[src/rtl/spi_ram_ctrl.sv]
// SPI-slave front end for the single-port RAM: frames MOSI into {cmd,payload} words and
// serialises read data onto MISO. Optional SPI_FRAME_ERR_EN adds a frame_err abort pulse.
module spi_ram_ctrl #(
    parameter int DATA_W = 8
) (
    input  logic              clk,
    input  logic              rstn,
    input  logic              SS_n,
    input  logic              MOSI,
    output logic              MISO,
    output logic [DATA_W+1:0] rx_data,
    output logic              rx_valid,
    input  logic [DATA_W-1:0] tx_data,
    input  logic              tx_valid
`ifdef SPI_FRAME_ERR_EN
    ,
    output logic              frame_err
`endif
);

    localparam int FRAME_W = DATA_W + 2;
    localparam int CNT_W   = $clog2(FRAME_W + 1);
    localparam int TXC_W   = $clog2(DATA_W + 1);
    localparam logic [CNT_W-1:0] CNT_LAST = CNT_W'(FRAME_W - 1);
    localparam logic [CNT_W-1:0] CNT_DONE = CNT_W'(FRAME_W);

    typedef enum logic [2:0] {
        IDLE      = 3'd0,
        CHK_CMD   = 3'd1,
        WRITE     = 3'd2,
        READ_ADD  = 3'd3,
        READ_DATA = 3'd4
    } state_t;

    state_t             state_r;
    state_t             state_nxt_s;
    logic [CNT_W-1:0]   cnt_r;
    logic [FRAME_W-2:0] rx_sh_r;
    logic [FRAME_W-1:0] rx_data_r;
    logic               rx_valid_r;
    logic               rd_addr_done_r;
    logic               wait_tx_r;
    logic [DATA_W-1:0]  tx_sh_r;
    logic [TXC_W-1:0]   tx_left_r;
    logic               shifting_r;
    logic               miso_r;

    logic               in_frame_s;
    logic               last_bit_s;
    logic               tx_load_s;

    assign in_frame_s = (state_r == WRITE) || (state_r == READ_ADD) || (state_r == READ_DATA);
    assign last_bit_s = in_frame_s && !SS_n && (cnt_r == CNT_LAST);
    // tx_valid is ignored during the strobe cycle so a level left over from the previous read is not taken
    assign tx_load_s  = wait_tx_r && tx_valid && !rx_valid_r;

    // State register
    always_ff @(posedge clk or negedge rstn) begin
        if (!rstn) begin
            state_r <= IDLE;
        end else begin
            state_r <= state_nxt_s;
        end
    end

    // Next-state decode; the command MSB and read-address history pick the frame type
    always_comb begin
        state_nxt_s = state_r;
        if (SS_n) begin
            state_nxt_s = IDLE;
        end else begin
            case (state_r)
                IDLE: state_nxt_s = CHK_CMD;
                CHK_CMD: begin
                    if (!MOSI) begin
                        state_nxt_s = WRITE;
                    end else if (rd_addr_done_r) begin
                        state_nxt_s = READ_DATA;
                    end else begin
                        state_nxt_s = READ_ADD;
                    end
                end
                WRITE, READ_ADD, READ_DATA: state_nxt_s = state_r;
                default: state_nxt_s = IDLE;
            endcase
        end
    end

    // Receive shifter, frame strobe and read-address ordering flag
    always_ff @(posedge clk or negedge rstn) begin
        if (!rstn) begin
            cnt_r          <= {CNT_W{1'b0}};
            rx_sh_r        <= {(FRAME_W-1){1'b0}};
            rx_data_r      <= {FRAME_W{1'b0}};
            rx_valid_r     <= 1'b0;
            rd_addr_done_r <= 1'b0;
        end else begin
            rx_valid_r <= 1'b0;
            if (SS_n) begin
                cnt_r <= {CNT_W{1'b0}};
            end else if (state_r == CHK_CMD) begin
                rx_sh_r <= {rx_sh_r[FRAME_W-3:0], MOSI};
                cnt_r   <= CNT_W'(1);
            end else if (last_bit_s) begin
                rx_data_r  <= {rx_sh_r, MOSI};
                rx_valid_r <= 1'b1;
                cnt_r      <= CNT_DONE;
                if (state_r == READ_ADD) begin
                    rd_addr_done_r <= 1'b1;
                end else if (state_r == READ_DATA) begin
                    rd_addr_done_r <= 1'b0;
                end
            end else if (in_frame_s && (cnt_r < CNT_LAST)) begin
                rx_sh_r <= {rx_sh_r[FRAME_W-3:0], MOSI};
                cnt_r   <= cnt_r + CNT_W'(1);
            end
        end
    end

    // Read-data response: wait for RAM data, then shift it out MSB first
    always_ff @(posedge clk or negedge rstn) begin
        if (!rstn) begin
            wait_tx_r  <= 1'b0;
            tx_sh_r    <= {DATA_W{1'b0}};
            tx_left_r  <= {TXC_W{1'b0}};
            shifting_r <= 1'b0;
            miso_r     <= 1'b0;
        end else if (SS_n) begin
            wait_tx_r  <= 1'b0;
            tx_sh_r    <= {DATA_W{1'b0}};
            tx_left_r  <= {TXC_W{1'b0}};
            shifting_r <= 1'b0;
            miso_r     <= 1'b0;
        end else begin
            if (last_bit_s && (state_r == READ_DATA)) begin
                wait_tx_r <= 1'b1;
            end
            if (tx_load_s) begin
                wait_tx_r  <= 1'b0;
                miso_r     <= tx_data[DATA_W-1];
                tx_sh_r    <= {tx_data[DATA_W-2:0], 1'b0};
                tx_left_r  <= TXC_W'(DATA_W - 1);
                shifting_r <= 1'b1;
            end else if (shifting_r) begin
                if (tx_left_r != {TXC_W{1'b0}}) begin
                    miso_r    <= tx_sh_r[DATA_W-1];
                    tx_sh_r   <= {tx_sh_r[DATA_W-2:0], 1'b0};
                    tx_left_r <= tx_left_r - TXC_W'(1);
                end else begin
                    miso_r     <= 1'b0;
                    shifting_r <= 1'b0;
                end
            end
        end
    end

    assign MISO     = miso_r;
    assign rx_data  = rx_data_r;
    assign rx_valid = rx_valid_r;

`ifdef SPI_FRAME_ERR_EN
    logic frame_err_r;

    // Pulses when SS_n rises on a partial frame or an unfinished read-data response
    always_ff @(posedge clk or negedge rstn) begin
        if (!rstn) begin
            frame_err_r <= 1'b0;
        end else begin
            frame_err_r <= SS_n &&
                ((in_frame_s && (cnt_r != {CNT_W{1'b0}}) && (cnt_r != CNT_DONE)) ||
                 wait_tx_r ||
                 (shifting_r && (tx_left_r != {TXC_W{1'b0}})));
        end
    end

    assign frame_err = frame_err_r;
`endif

endmodule

[config.mk]
export PLATFORM = sky130hd
export DESIGN_NAME = spi_ram_ctrl
export DESIGN_NICKNAME = d
export VERILOG_FILES = /design/src/rtl/spi_ram_ctrl.sv
export SDC_FILE = /design/constraint.sdc
export NUM_CORES = 1
export LEC_CHECK = 0
export CORE_ASPECT_RATIO = 0.9
export CORE_MARGIN = 1.5
export CORE_UTILIZATION = 40
export CTS_BUF_LIST = sky130_fd_sc_hd__clkbuf_2
export CTS_CLUSTER_SIZE = 14
export DETAILED_ROUTE_END_ITERATION = 10
export PLACE_DENSITY = 0.62
export RECOVER_POWER = 100
export SLEW_MARGIN = 25
export SYNTH_ARGS = -nofsm -noshare
export SYNTH_HDL_FRONTEND = slang
export SYNTH_SLANG_ARGS = --single-unit
[constraint.sdc]
create_clock -name clk -period 1.91 [get_ports clk]
set_input_delay 0.4775 -clock clk [delete_from_list [all_inputs] [get_ports clk]]
set_output_delay 0.4775 -clock clk [all_outputs]
set_load 0.05 [all_outputs]
# After elaboration in Yosys (flattened, before gate mapping)
# Cells that the tools add are included.
[classes]
add_sub_neg = 2
order_cmp = 1
eq_ne = 7
muxes = 35
bitwise_logic = 2
n_reduce_logical = 23
[op_table]
columns = ["op", "count"]
rows = [
  ["$mux W4", 8],
  ["$mux W8", 4],
  ["$mux W9", 3],
  ["$mux W1", 16],
  ["$mux W3", 3],
  ["$pmux W3 S3", 1],
  ["$reduce_bool A3 Y1", 3],
  ["$reduce_bool A4 Y1", 2],
  ["$eq A3 B2 Y1 const B", 2],
  ["$logic_and A1 B1 Y1", 6],
  ["$reduce_and A3 Y1", 2],
  ["$add A4 B1 Y4 const B", 1],
  ["$eq A4 B4 Y1 const B", 1],
  ["$lt A4 B4 Y1 const B", 1],
  ["$reduce_and A4 Y1", 1],
  ["$reduce_bool A2 Y1", 2],
  ["$sub A4 B1 Y4 const B", 1],
  ["$eq A3 B1 Y1 const B", 1],
  ["$eq A3 B3 Y1 const B", 1],
  ["$logic_not A3 Y1", 1],
  ["$reduce_or A3 Y1", 1],
  ["$logic_not A1 Y1", 2],
  ["$logic_or A1 B1 Y1", 2],
  ["$ne A2 B1 Y1 const B", 1],
  ["3 further kinds", 4],
]
[word_totals]
regBits = 43
out_inout_bits = 12
word_cells = 81

# Depth between registers and ports, before layout
# Gate-level depths: netlist of the first run.
[logic_depth]
depth_word = 9
depth_mapped = 7
ltp_nobuf = 6

# Worst setup path after synthesis of the first run
# OpenSTA, ideal clock, no wires.
[synth_path]
path_type = "register to register"
start = "register cnt_r[0]"
end = "register rx_sh_r[0]"
arrival_time_ns = 1.517
required_ns = 1.785
path_slack_ns = 0.269
stages_incl_launch_ff = 7
n_path_buf = 0
cell_sequence = "dfrtp_1 inv_1 ha_1 nand2b_1 o21ai_1 a31oi_4 mux2_2"
[synth_between]
elab_chain_cells = 4
word_cells_on_any_way = 7
classes_between = "1 x order compare; 2 x eq/ne; 4 x reduce/logical"
[synth_rtl]
columns = ["element", "line", "rtl"]
rows = [
  ["start, declared", "37", "logic [CNT_W-1:0] cnt_r;"],
  ["start signal, assigned", "92", "cnt_r <= {CNT_W{1'b0}};"],
  ["start signal, assigned", "100", "cnt_r <= {CNT_W{1'b0}};"],
  ["start signal, assigned", "115", "cnt_r <= cnt_r + CNT_W'(1);"],
  ["$lt A4 B4 Y1 / $eq A4 B4 Y1 (equally long branches)", "113, 53", ""],
  ["$logic_and A1 B1 Y1 (on tied branches)", "113, 53", ""],
  ["$reduce_bool A2 Y1 (no line) / $ne A2 B1 Y1 (equally long branches)", "--", ""],
  ["$reduce_and A3 Y1 (no line) (*)", "--", ""],
  ["end signal, assigned", "93", "rx_sh_r <= {(FRAME_W-1){1'b0}};"],
  ["end signal, assigned", "102", "rx_sh_r <= {rx_sh_r[FRAME_W-3:0], MOSI};"],
  ["end signal, assigned", "114", "rx_sh_r <= {rx_sh_r[FRAME_W-3:0], MOSI};"],
  ["end, declared", "38", "logic [FRAME_W-2:0] rx_sh_r;"],
]
# Mark *: on every way between the ends. The rest lies on a longest branch, timed or not.
# A chain may end at the register's enable or synchronous reset.

# Worst setup path after layout of the first run
[layout_path]
start = "input port SS_n"
end = "register rx_sh_r[0]"
[layout_between]
elab_chain_cells = 5
word_cells_on_any_way = 6
classes_between = "1 x eq/ne; 1 x bitwise; 4 x reduce/logical"
[layout_rtl]
columns = ["element", "line", "rtl"]
rows = [
  ["start, declared", "8", "input logic SS_n,"],
  ["$logic_not A1 Y1", "53", "assign last_bit_s = in_frame_s && !SS_n && (cnt_r == CNT_LAST);"],
  ["$logic_and A1 B1 Y1 (2 in a row)", "53", ""],
  ["$ne A2 B1 Y1 (no line)", "--", ""],
  ["$reduce_and A3 Y1 (no line) (*)", "--", ""],
]
# Marks and branches as above.

==> results by group, run 1 <==
Run status
  – Outcome: complete, no violations

Worst setup path
  – Setup crit end kind: flop
  – WP data arrival: 2.14 ns
  – WS Path Type: in -> reg
  – CP Data Required Time: 2.22 ns
  – CP startpoint kind: primary input
  – CP Max Fanout: 9

Clock network
  – Clock Tree Buf Depth: 2
  – TritonCTS clock tree: done
  – H-tree levels: 2
  – CTS clk-pin slew, worst paths: 0.22 ns
  – Root buffer cell: clkbuf_2
  – Worst skew pair latency: 0.41 ns
  – Post-CTS sizing: 0
  – Num CTS Buffers: 5
  – Clock tree sinks: 42

Placed design
  – # port buffers: 24
  – Final GP Congestion: 0.7796
  – Detailed Place HPWL: 2770 um
  – Cell Area, Placed: 2318 um2
  – Dpl ws: -0.2324 ns
  – Placed Cells incl. Taps: 257

Synth
  – Main synth FF type: dfrtp_1
  – Cells after Synth: 165
  – EDFF count, synth: 0
  – Synth area leader: dfrtp_1
  – Area contributors post-synth: dfrtp_1 53%, mux2_4 6.8%, mux2_2 6.3%
  – #FFs+latches synth: 42
  – Syn_nets: 182
  – Commonest cells in the netlist: 42 x dfrtp_1, 16 x a21oi_1, 11 x mux2_2, 9 x inv_1, 9 x mux2_4
  – Async SR Flop Fraction: 100.0%
  – Yosys warns: 0
  – Syn Area/Cell: between 10 and 15 um2
  – Post-synthesis cell type count: 39
  – Post-Synthesis Cell Area: 1974 um2
  – Sequential cell area fraction in the yosys report: 53.23%
  – Most frequent cell after synthesis: dfrtp_1
  – Yosys top cell area share: 53.23%

Final layout
  – Fin nets: 218
  – Util after Layout: around half
  – Share of post-route cells with drive strength above 1: 24.75%
  – Final instance area: 2377 um2
  – Cell Count, Final, Fillers Out: 267
  – Area grow syn2layout: 20.41%
  – Antenna cells: 0

Hold path
  – HP Class: reg -> reg

Timing
  – Hold Fails Final Rpt: 0
  – Fmax: approximately 0.55 GHz
  – Max_slew headroom: 29.05%
  – Final Max Tran Viols: 0
  – Least-Margin Pin Slew: roughly 1.1 ns
  – Tmin final: 1.823 ns
  – Setup violations, final: 0
  – Tcrit/Tclk final: 95.44%
  – Final Worst Setup Slack: 0.08711 ns
  – Clock Skew: 0.02264 ns
  – RSZ-0062 raised after global routing: no

GRT
  – All-layer global routing usage: 16.04%
  – First-pass GRT wire length: 6699 um
  – GRT overflow: 0
  – Vias in the first global route: 1,421
  – Pin count of the biggest net entering global routing: 26
  – Initial antenna violation count: 0

Routing
  – Max Used Layer: met4
  – Via-to-Cell Ratio: between 5 and 6
  – WL met1: 1705 um
  – Number of remaining DRC errors: 0
  – Antenna Nets Post-Route: 0
  – DRT iter0 DRCs: 50
  – Routed wl met3: 186 um
  – Vias: ~1.4k
  – Routed len/inst: 14.21 um
  – First-pass detailed-route iteration total: 4
  – Met2 WL post-DR: 1851 um
  – Total wire length: between 3000 and 4000 um

Floorplanning
  – Die width: 77.06 um
  – Initial Util: between 40% and 50%
  – I/O pin count: 25
  – Die ar.: 5367 um2
  – Core Rows: 24
  – Core ar.: 4805 um2
  – Die height: roughly 70 um

Power
  – Pwr Density: around 820 nW/um2
  – VDD IR max: 0.6110 mV
  – Pleak: approximately 1.1 nW

Job
  – Max_cap viols: 0
==> per-stage QoR <==
step           hold slack, ns  total power [mW]  TNS [ns]
2_1_floorplan          0.1819             1.218         0
3_3_place_gp           0.4522             1.309    -2.006
3_5_place_dp           0.4538             1.333    -3.018
4_1_cts                0.5155             1.989         0
5_1_grt                0.5626             2.076         0
6_report               0.5182             1.957         0
==> kinds of logic (layout without fill, tap and decap cells) <==
logic type / Yosys count / after routing / share of synthesized area (%)
flip-flops: 42 / 42 / 53.23
multiplexers: 28 / 28 / 17.81
buffers and inverters: 16 / 53 / 3.485
adder cells (fa/ha/maj): 4 / 4 / 2.535
AND/OR/NAND/NOR: 32 / 32 / 8.808
XOR/XNOR: 2 / 2 / 0.8874
AO/OA/AOI/OAI: 41 / 41 / 13.25
==> cells in the final DEF (no fill, tap or decap), drive strengths merged <==
master,instances
nor2b,4
or2,2
xor2,1
o21bai,1
xnor2,1
nand2,8
a41oi,1
a21boi,1
o21ai,9
a21oi,16
mux2,20
clkbuf,21
bufinv,2
mux2i,8
a31o,1
inv,10
dlygate4sd3,2
o31ai,2
nand2b,3
dfrtp,42
clkdlybuf4s50,10
clkinv,2
nor2,4
o311ai,1
ha,4
nand4,1
o221ai,2
a31oi,6
nand3,3
and4bb,1
buf,6
nor4b,1
o211a,1
nor3,5
==> worst max-delay path, stage by stage <==
cell	delay [ns]
dlygate4sd3_1	0.63
nor4b_1	0.53
a31oi_4	0.07
buf_12	0.16
mux2_2	0.27
==> flip-flops by register name, indices dropped and copies added (netlist names) <==
name            flops
rx_data            10
MISO                1
wait_tx_r           1
state_r             3
cnt_r               4
rx_sh_r             9
tx_left_r           4
rd_addr_done_r      1
tx_sh_r             7
rx_valid            1
shifting_r          1
==> where the power goes <==
| group | internal, mW | leakage [nW] | switching, mW | total, mW |
|---|---|---|---|---|
| logic | 0.147 | 0.526 | 0.102 | 0.249 |
| clock network | 0.355 | 0.0532 | 0.291 | 0.646 |
| registers | 0.987 | 0.566 | 0.0759 | 1.06 |
==> path summary, 6_finish.rpt <==
check	depth (start not counted)	slack (ns)	to	from
worst min-delay path	1	0.52	rx_data[9]	rx_sh_r[8]
worst min register to register	1	0.52	rx_data[9]	rx_sh_r[8]
worst max register to register	5	0.15	rx_data[1]	state_r[1]
min in group asynchronous	2	0.74	tx_sh_r[6]	rstn
max in group asynchronous	3	0.48	rx_sh_r[0]	rstn
worst max-delay path	5	0.09	rx_sh_r[0]	SS_n
==> routing by layer <==
layer,vias up,track usage [%]
li1,667,-
met1,677,20.41
met2,35,26.16
met3,6,4.737
met4,0,5.455
met5,-,0
==> area by class of cell <==
class,instances,area (um2)
Clock buffer,5,25.02
Multi-Input combinational cell,107,844.6
Sequential cell,42,1051
Timing Repair Buffer,34,265.3
Tap cell,65,81.33
Fill cell,441,2427
Inverter,11,41.29
Clock inverter,3,68.82
==> what timing repair did <==
action                                 in CTS  in global routing
buffers inserted                            0                  1
setup endpoints to repair                   0                  9
endpoints found under the hold margin      17                  0
hold buffers                                1                  0
Note: power is estimated with default switching activity, not from simulation.
==> run 2: changes to the inputs <==
--- a/config.mk
+++ b/config.mk
@@ -11,8 +11,8 @@
 export CTS_BUF_LIST = sky130_fd_sc_hd__clkbuf_2
 export CTS_CLUSTER_SIZE = 14
 export DETAILED_ROUTE_END_ITERATION = 10
-export PLACE_DENSITY = 0.62
-export RECOVER_POWER = 100
+export PLACE_DENSITY = 0.64
+export RECOVER_POWER = 50
 export SLEW_MARGIN = 25
 export SYNTH_ARGS = -nofsm -noshare
 export SYNTH_HDL_FRONTEND = slang
==> constraint.sdc (replaced) <==
create_clock -name clk -period 1.5 [get_ports clk]
set_input_delay 0.375 -clock clk [delete_from_list [all_inputs] [get_ports clk]]
set_output_delay 0.375 -clock clk [all_outputs]
set_load 0.05 [all_outputs]
==> run 2 against run 1 <==
Combinational power grew 90%; the run now ends with negative setup slack left; via count grew 13%; critical path depth grew 1; first-iteration DRC count grew 54%; highest routed layer unchanged.
==> results by group, run 2 (synthesized netlist as in run 1, its figures left out) <==
Floorplanning
  – Core Rows: 24
  – Core ar.: 4805 um2
  – Die width: 77.06 um
  – Die ar.: 5367 um2
  – Die height: 69.65 um
  – Initial Util: 41.09%
  – I/O pin count: 25

Power
  – Pleak: 1.380 nW
  – VDD IR max: 0.4491 mV
  – Pwr Density: 855.4 nW/um2

Clock network
  – Root buffer cell: clkbuf_2
  – Clock tree sinks: 42
  – CTS clk-pin slew, worst paths: 0.22 ns
  – Num CTS Buffers: 5
  – Worst skew pair latency: 0.41 ns
  – TritonCTS clock tree: done
  – Clock Tree Buf Depth: 2
  – H-tree levels: 2

GRT
  – All-layer global routing usage: 19.28%
  – Pin count of the biggest net entering global routing: 24
  – Vias in the first global route: about 1.7k
  – Initial antenna violation count: 0
  – First-pass GRT wire length: 8107 um
  – GRT overflow: 0

Routing
  – Vias: about 1.6k
  – First-pass detailed-route iteration total: 4
  – Number of remaining DRC errors: 0
  – Total wire length: between 4000 and 5000 um
  – Antenna Nets Post-Route: 0
  – Via-to-Cell Ratio: 5.308
  – DRT iter0 DRCs: between 70 and 80
  – Routed len/inst: 15.79 um

Worst setup path
  – Cell count along the critical path: 6
  – Cells on worst reg2reg path: 6
  – WP data arrival: 1.95 ns
  – Most common cell on crit path: buf_6
  – CP top delay family: flip-flops
  – CP startpoint kind: flop
  – Slowest CP cell: dfrtp_1
  – CP Max Fanout: 5
  – CP bufs+invs: 2
  – R2r startpoint: cnt_r[0]
  – CP Data Required Time: 1.83 ns
  – Critical Path, Cell by Cell: buf_6, ha_4, and4bb_2, nand2_4, buf_6, mux2_4
  – FF-to-FF setup slack: -0.11 ns
  – Worst path max stage delay: 0.46 ns
  – Setup crit end kind: flop
  – Reg2reg end: rx_data[9]
  – WS Path Type: reg -> reg

Timing
  – Tcrit/Tclk final: 107.6%
  – Fin Hold WS: approximately 0.42 ns
  – Setup violations, final: 21
  – Tmin final: 1.614 ns
  – Final Max Tran Viols: 0
  – Least-Margin Pin Slew: 0.5185 ns
  – Hold Fails Final Rpt: 0
  – Max_slew headroom: 65.43%
  – Clock Skew: ~0.0098 ns
  – Final Worst Setup Slack: -0.1135 ns
  – RSZ-0062 raised after global routing: yes
  – Fmax: 0.6198 GHz

Run status
  – Outcome: finished with violations
  – Failing checks: negative setup slack

Final layout
  – Area grow syn2layout: 48.67%
  – Antenna cells: 0
  – Share of post-route cells with drive strength above 1: 47.83%
  – Commonest non-fill, non-tap cell in the layout: dfrtp_1
  – Max FFs per register: 10
  – Cell Count, Final, Fillers Out: 295
  – Commonest non-fill, non-tap cells in the layout: 39 x dfrtp_1, 28 x buf_4, 14 x a21oi_1, 14 x mux2_4, 14 x buf_12
  – Fin nets: 246

Placed design
  – Placed Cells incl. Taps: 277
  – Dpl ws: -0.5820 ns
  – Detailed Place HPWL: 3140 um
  – Final GP Congestion: 0.9340
  – # port buffers: 24

Job
  – Max_cap viols: 0

Hold path
  – HP Class: in -> async
[run 2: changes by cell type in the layout (fill, tap and decap cells not counted), sizes merged]
| cell | previous run | this run |
|---|---|---|
| dlygate4sd3 | 2 | 1 |
| buf | 6 | 49 |
| inv | 10 | 11 |
| clkbuf | 21 | 6 |
| clkdlybuf4s50 | 10 | 11 |
| bufinv | 2 | 1 |
[run 2: where the power goes]
part | switching [mW] | internal (mW) | leakage, nW | total, mW
Clock | 0.394 | 0.286 | 0.0433 | 0.680
Sequential | 0.101 | 1.26 | 0.561 | 1.36
Combinational | 0.180 | 0.292 | 0.775 | 0.472
Total | 0.676 | 1.83 | 1.38 | 2.51
[run 2: worst max-delay path by stage]
| stage | start | to | slack (ns) |
|---|---|---|---|
| floorplan | cnt_r[0] | rx_sh_r[0] | -0.08 |
| CTS | cnt_r[0] | rx_data[9] | -0.15 |
| detailed placement | SS_n | rx_sh_r[4] | -0.58 |
| finish | cnt_r[0] | rx_data[9] | -0.11 |
| global route | cnt_r[0] | rx_data[7] | -0.18 |
| global placement | SS_n | rx_sh_r[1] | -0.50 |
[run 2: stage by stage]
step,util [%],setup TNS [ns],total power [mW],cell area (um2)
2_1_floorplan,-,-1.283,1.584,2004
3_3_place_gp,55.00,-12.01,1.742,2643
3_5_place_dp,55.00,-13.55,1.773,2643
4_1_cts,59.40,-1.998,2.514,2854
5_1_grt,61.09,-3.237,2.622,2935
6_report,61.09,-1.852,2.511,2935
[run 2: layout make-up]
class | instances | area (um2)
sequential | 42 | 1055
inverter | 11 | 43.79
fill | 405 | 1869
tap | 65 | 81.33
multi-input combinational | 107 | 998.5
clock buffer | 5 | 25.02
clock inverter | 3 | 43.79
timing repair buffer | 62 | 688.2
[run 2: timing repair]
item                       CTS  global route
hold buffers                 1             0
setup endpoints to repair   27            35
setup buffers                6             4
resized for setup           17            21
cloned                       0             0
hold endpoints to repair    19             0
pin swaps                    4            14
[run 2: routing by layer]
metal | vias to the layer above | global-route usage [%] | share of wire, %
li1 | 717 | - | -
met1 | 806 | 22.54 | 41
met2 | 34 | 34.81 | 54
met3 | 9 | 3.026 | 2.9
met4 | 0 | 8.485 | 1.8
met5 | - | 0 | 0
